===== src/rtl/seg_scan_driver.sv =====
// seg_scan_driver
// Multiplexed 7-segment scan driver with frame-synchronous display update,
// leading-zero suppression and a one-cycle anode ghost guard per digit slot.
// Outputs (seg_n, dp_n, an_n) are registered one cycle behind the digit index.
// Optional feature: define SEG_SCAN_BLINK_EN to enable per-digit blinking
// driven by a frame counter; without it blink_mask is ignored.
module seg_scan_driver #(
    parameter int DIGITS       = 4,
    parameter int CLK_DIV      = 50000,
    parameter int BLINK_FRAMES = 64
) (
    input  logic                  clk,
    input  logic                  rst_n,
    input  logic                  load,
    input  logic [4*DIGITS-1:0]   value,
    input  logic [DIGITS-1:0]     dp_in,
    input  logic                  blank_lz,
    input  logic [DIGITS-1:0]     blink_mask,
    output logic [6:0]            seg_n,
    output logic                  dp_n,
    output logic [DIGITS-1:0]     an_n,
    output logic                  frame_tick
);

    localparam int         PW        = $clog2(CLK_DIV);
    localparam int         IW        = (DIGITS > 1) ? $clog2(DIGITS) : 1;
    localparam logic [6:0] SEG_BLANK = 7'h7F;

    // Active-low glyphs, bit6..bit0 = g,f,e,d,c,b,a
    function automatic logic [6:0] glyph(input logic [3:0] nib);
        logic [6:0] g;
        case (nib)
            4'h0: g = 7'h40;
            4'h1: g = 7'h79;
            4'h2: g = 7'h24;
            4'h3: g = 7'h30;
            4'h4: g = 7'h19;
            4'h5: g = 7'h12;
            4'h6: g = 7'h02;
            4'h7: g = 7'h78;
            4'h8: g = 7'h00;
            4'h9: g = 7'h10;
            4'hA: g = 7'h08;
            4'hB: g = 7'h03;
            4'hC: g = 7'h46;
            4'hD: g = 7'h21;
            4'hE: g = 7'h06;
            default: g = 7'h0E;
        endcase
        return g;
    endfunction

    logic [PW-1:0]       presc_q;
    logic [IW-1:0]       idx_q;
    logic                frame_tick_q;
    logic                slot_end;
    logic                frame_wrap;

    logic [4*DIGITS-1:0] pend_val_q;
    logic [DIGITS-1:0]   pend_dp_q;
    logic [4*DIGITS-1:0] disp_val_q, disp_val_d;
    logic [DIGITS-1:0]   disp_dp_q, disp_dp_d;

    logic [DIGITS-1:0]   blink_now;
    logic [DIGITS-1:0]   lz_blank;
    logic [DIGITS-1:0]   an_d;
    logic                zero_above;
    logic [3:0]          cur_nib;
    logic                cur_dp;
    logic                cur_blank;

    logic [6:0]          seg_q;
    logic                dp_q;
    logic [DIGITS-1:0]   an_q;

    assign slot_end   = (presc_q == PW'(CLK_DIV - 1));
    assign frame_wrap = slot_end && (idx_q == IW'(DIGITS - 1));

    // Prescaler, digit index and frame_tick (high in the first cycle of idx=0 after a wrap)
    always_ff @(posedge clk or negedge rst_n) begin
        // NOTE: sequential state uses non-blocking assignments so every register
        // samples the pre-edge values regardless of statement order.
        if (!rst_n) begin
            presc_q      <= '0;
            idx_q        <= '0;
            frame_tick_q <= 1'b0;
        end else begin
            frame_tick_q <= frame_wrap;
            if (slot_end) begin
                presc_q <= '0;
                idx_q   <= frame_wrap ? '0 : idx_q + IW'(1);
            end else begin
                presc_q <= presc_q + PW'(1);
            end
        end
    end

    // Next display contents: only changes in the frame_tick cycle; a load in
    // that same cycle bypasses the pending register.
    always_comb begin
        // NOTE: every always_comb output gets a default first so no path can
        // leave it unassigned and infer a latch.
        disp_val_d = disp_val_q;
        disp_dp_d  = disp_dp_q;
        if (frame_tick_q) begin
            if (load) begin
                disp_val_d = value;
                disp_dp_d  = dp_in;
            end else begin
                disp_val_d = pend_val_q;
                disp_dp_d  = pend_dp_q;
            end
        end
    end

    // Pending and display registers
    always_ff @(posedge clk or negedge rst_n) begin
        if (!rst_n) begin
            pend_val_q <= '0;
            pend_dp_q  <= '0;
            disp_val_q <= '0;
            disp_dp_q  <= '0;
        end else begin
            if (load) begin
                pend_val_q <= value;
                pend_dp_q  <= dp_in;
            end
            disp_val_q <= disp_val_d;
            disp_dp_q  <= disp_dp_d;
        end
    end

`ifdef SEG_SCAN_BLINK_EN
    localparam int FW = $clog2(BLINK_FRAMES + 1);

    logic [FW-1:0] frame_cnt_q;
    logic          blink_phase_q;

    // Frame counter: blink phase toggles after every BLINK_FRAMES completed frames
    always_ff @(posedge clk or negedge rst_n) begin
        if (!rst_n) begin
            frame_cnt_q   <= '0;
            blink_phase_q <= 1'b0;
        end else if (frame_wrap) begin
            if (frame_cnt_q == FW'(BLINK_FRAMES - 1)) begin
                frame_cnt_q   <= '0;
                blink_phase_q <= ~blink_phase_q;
            end else begin
                frame_cnt_q <= frame_cnt_q + FW'(1);
            end
        end
    end

    assign blink_now = blink_phase_q ? blink_mask : '0;
`else
    logic unused_blink;

    assign unused_blink = ^{blink_mask, BLINK_FRAMES[0]};
    assign blink_now    = '0;
`endif

    // Digit select and blanking for the current index, decoded from the
    // next-state display so a frame-boundary update shows from digit 0.
    always_comb begin
        lz_blank   = '0;
        zero_above = 1'b1;
        an_d       = '1;
        cur_nib    = 4'h0;
        cur_dp     = 1'b0;
        cur_blank  = 1'b0;
        for (int i = DIGITS - 1; i >= 1; i--) begin
            zero_above  = zero_above & (disp_val_d[4*i +: 4] == 4'h0);
            lz_blank[i] = zero_above;
        end
        for (int i = 0; i < DIGITS; i++) begin
            if (idx_q == IW'(i)) begin
                an_d[i]   = 1'b0;
                cur_nib   = disp_val_d[4*i +: 4];
                cur_dp    = disp_dp_d[i];
                cur_blank = (blank_lz & lz_blank[i]) | blink_now[i];
            end
        end
    end

    // Registered outputs; the cycle after each index change is an all-off guard
    always_ff @(posedge clk or negedge rst_n) begin
        if (!rst_n) begin
            seg_q <= SEG_BLANK;
            dp_q  <= 1'b1;
            an_q  <= '1;
        end else if (slot_end) begin
            seg_q <= SEG_BLANK;
            dp_q  <= 1'b1;
            an_q  <= '1;
        end else begin
            seg_q <= cur_blank ? SEG_BLANK : glyph(cur_nib);
            dp_q  <= cur_blank | ~cur_dp;
            an_q  <= an_d;
        end
    end

    assign seg_n      = seg_q;
    assign dp_n       = dp_q;
    assign an_n       = an_q;
    assign frame_tick = frame_tick_q;

endmodule


===== config.mk =====
export PLATFORM = sky130hd
export DESIGN_NAME = seg_scan_driver
export DESIGN_NICKNAME = d
export VERILOG_FILES = /design/src/rtl/seg_scan_driver.sv
export SDC_FILE = /design/constraint.sdc
export NUM_CORES = 1
export LEC_CHECK = 0
export CAP_MARGIN = 15
export CORE_ASPECT_RATIO = 1.2
export CORE_UTILIZATION = 30
export CTS_CLUSTER_DIAMETER = 120
export CTS_CLUSTER_SIZE = 14
export DETAILED_ROUTE_END_ITERATION = 16
export HOLD_SLACK_MARGIN = 0.02
export MAX_ROUTING_LAYER = met4
export SLEW_MARGIN = 0
export SYNTH_ARGS = -nofsm -noshare
export SYNTH_HDL_FRONTEND = slang
export SYNTH_SLANG_ARGS = --single-unit

===== constraint.sdc =====
create_clock -name clk -period 8.5 [get_ports clk]
set_input_delay 2.125 -clock clk [delete_from_list [all_inputs] [get_ports clk]]
set_output_delay 2.125 -clock clk [all_outputs]
set_load 0.03 [all_outputs]

==> impl_metrics.json <==
{
  "met1_usage_pct": 13.83,
  "start_util_pct": 30.91,
  "min_path_cells": 2,
  "arrival_ns": 5.20,
  "cts_resized": 0,
  "synth_edf_count": 0,
  "max_freq_ghz": 0.2021,
  "period_share_pct": 58.22,
  "syn_to_final_growth_pct": 24.06,
  "synthArstFlopShare_pct": 100.0,
  "yosysTopAreaCell": "dfrtp_1",
  "yosys_register_bits": 71,
  "die_w_um": 97.03,
  "cp-endpoint": "seg_n[3]",
  "rsz0062_at_grt": "false",
  "ant_nets": 0,
  "wire_per_inst_um": 13.59,
  "hold_buffers": 0,
  "drt_iter0_drc": 74,
  "max-vdd-ir-drop_uv": 86.77,
  "grt_max_degree": 72,
  "seq_area_frac_synth_pct": 55.12,
  "clk_latency_ns": 0.33,
  "p_int_w": 0.0006233,
  "diodes": 0,
  "place_congestion": 0.7876,
  "cp-startpoint": "load",
  "vias_per_cell": 4.639,
  "rrSetupSlack_ns": 5.27,
  "setup_viol": 0,
  "totalWireLength_mm": 5.954,
  "p_leak_nw": 1.832,
  "synthesis.nets": 301,
  "swShare_pct": 19.14,
  "grt_pass1_wl_mm": 10.19,
  "ys.flop_type": "dfrtp_1",
  "fin_nets": 342,
  "cts_tree": "built",
  "root_buffer": "clkbuf_16",
  "synth_area_per_cell_sq_um": 12.36,
  "io_pins": 41,
  "pwr-share-seq_pct": 45.5,
  "utilization_pct": 38.35,
  "rr_startpoint": "idx_q[1]",
  "p_comb_share_pct": 4.4,
  "rows": 41,
  "numCtsBuffers": 9,
  "grtUsageMet3_pct": 3.257,
  "netlist_area_sq_um": 3251,
  "die_h_um": 116.0,
  "core_sq_um": 10520,
  "synth_cell_types": 44,
  "clock-sinks": 71,
  "drv_cap": 0,
  "worstSetupPathType": "in -> reg",
  "yosys-top-cells-area": "dfrtp_1, dfstp_2, mux2_2",
  "synth_top_area_share_pct": 45.42,
  "gr-usage-met2_pct": 19.34,
  "grt-ovfl-total": 0,
  "crit_path_start_kind": "input port",
  "synthTopCellsByCount": "dfrtp_1, mux2_2, inv_1, nand2_1, nor2_1",
  "finClkSkew_ns": 0.004435,
  "hold_viol_final": 0,
  "tightest_slew_ns": 0.8625,
  "busiest_layer": "met2",
  "drive_above_1_share_pct": 19.42,
  "worstHoldPathType": "reg -> reg",
  "postCtsSetupBuffers": 0,
  "cp_max_fo": 20,
  "dieArea_sq_um": 11260,
  "gr-usage-all-layers_pct": 12.05,
  "dpl_worst_slack_ns": 3.176,
  "antenna_found_initial": 0,
  "p_per_area_nw_per_um2": 191.2,
  "clk_pin_slew_ns": 0.05,
  "synth_most_common_cell": "dfrtp_1",
  "clkPwrFrac_pct": 50.1,
  "min-delay-start": "pend_dp_q[2]",
  "synthCells": 263,
  "cts.htree.levels": 3,
  "final_area_sq_um": 4033,
  "drc": 0,
  "status": "finished clean",
  "dr.pass1.iters": 3,
  "port_buffers": 36,
  "clock_path_buffers": 2,
  "fin_ws_ns": 3.551,
  "r2r_end": "seg_n[3]",
  "crit_path_end_kind": "flip-flop",
  "grt_pass1_vias": 2093,
  "reg2reg_depth": 10,
  "maxSlewViolCount": 0,
  "max_slew_margin_pct": 42.50,
  "p_switching_w": 0.0001476,
  "cp.required_ns": 8.75,
  "ys_warn_count": 0,
  "tns_ns": 0,
  "place_area_sq_um": 3726,
  "vias": 2032,
  "dp_hpwl_mm": 4.124,
  "period_minus_slack_ns": 4.949
}
[metrics by stage]
stage               total power (W)  hold slack, ns  instances
floorplan                 0.0003713          0.4465        263
global placement          0.0003907          0.4633        422
detailed placement        0.0003916          0.4669        422
CTS                       0.0007840          0.4789        438
global route              0.0008007          0.5083        438
finish                    0.0007709          0.4729        438
[cell type report]
type / instances / area, sq um
Sequential cell: 71 / 1792
Multi-Input combinational cell: 164 / 1324
Timing Repair Buffer: 39 / 377.9
Fill cell: 1023 / 6484
Clock inverter: 4 / 70.07
Clock buffer: 12 / 236.5
Tap cell: 129 / 161.4
Inverter: 19 / 71.32
[metal layers]
layer  vias up  routed length (um)
li1       1005                   -
met1       986                2733
met2        31                2895
met3        10                 206
met4         0                 119
met5         -                   0
[power groups by stage]
stage                logic, W  registers, W  clock network [W]
finish              0.0000342      0.000350           0.000386
global route        0.0000383      0.000351           0.000411
CTS                 0.0000357      0.000350           0.000398
detailed placement  0.0000355      0.000356                  0
global placement    0.0000350      0.000356                  0
floorplan           0.0000158      0.000355                  0
[cell usage in the layout (no fill, tap or decap), types with 3 or more instances in the layout]
cell type        count
and3_1               5
a221oi_1             3
xnor2_1              6
mux2_2              20
and2_1               4
ha_1                10
and4_1               4
o21ai_0              6
xor2_1               5
clkbuf_1             3
nor2_1              15
mux2i_1             14
clkdlybuf4s50_1     35
o221ai_1             5
nand3_1              4
nor2b_1              4
clkbuf_16            9
nand2_1             19
dfrtp_1             59
nor3_1               6
mux2_4               6
buf_4                3
dfstp_2             12
inv_1               19
[flip-flops by register name, indices dropped and copies added, names as in the netlist, 2 cells and up]
| name | flops |
|---|---|
| disp_val_q | 16 |
| pend_val_q | 16 |
| presc_q | 16 |
| seg_n | 7 |
| an_n | 4 |
| disp_dp_q | 4 |
| pend_dp_q | 4 |
| idx_q | 2 |
[critical path, cell delays in order]
cell,delay [ns]
clkdlybuf4s50_1,0.46
buf_4,0.29
mux2_2,0.22
mux2_2,0.17
a221oi_1,0.09
a221oi_1,0.69
inv_1,0.15
ha_1,0.32
inv_1,0.05
mux4_1,0.47
nand2b_1,0.16
[worst min-delay path by stage]
stage | endpoint
after CTS | pend_dp_q[2]
after floorplan | pend_dp_q[2]
after global routing | pend_val_q[1]
final | pend_dp_q[2]
after detailed placement | pend_dp_q[2]
after global placement | pend_dp_q[1]
[logic make-up (layout without fill, tap and decap cells)]
kind of cell	after synthesis	in the layout	synth area share [%]
flip-flops	71	71	55.12
multiplexers	42	42	15.17
AND/OR/NAND/NOR	69	69	10.74
XOR/XNOR	11	11	2.964
buffers and inverters	28	74	4.157
AO/OA/AOI/OAI	32	32	8.006
adder cells (fa/ha/maj)	10	10	3.849
Power figures use the tool's default switching activity.
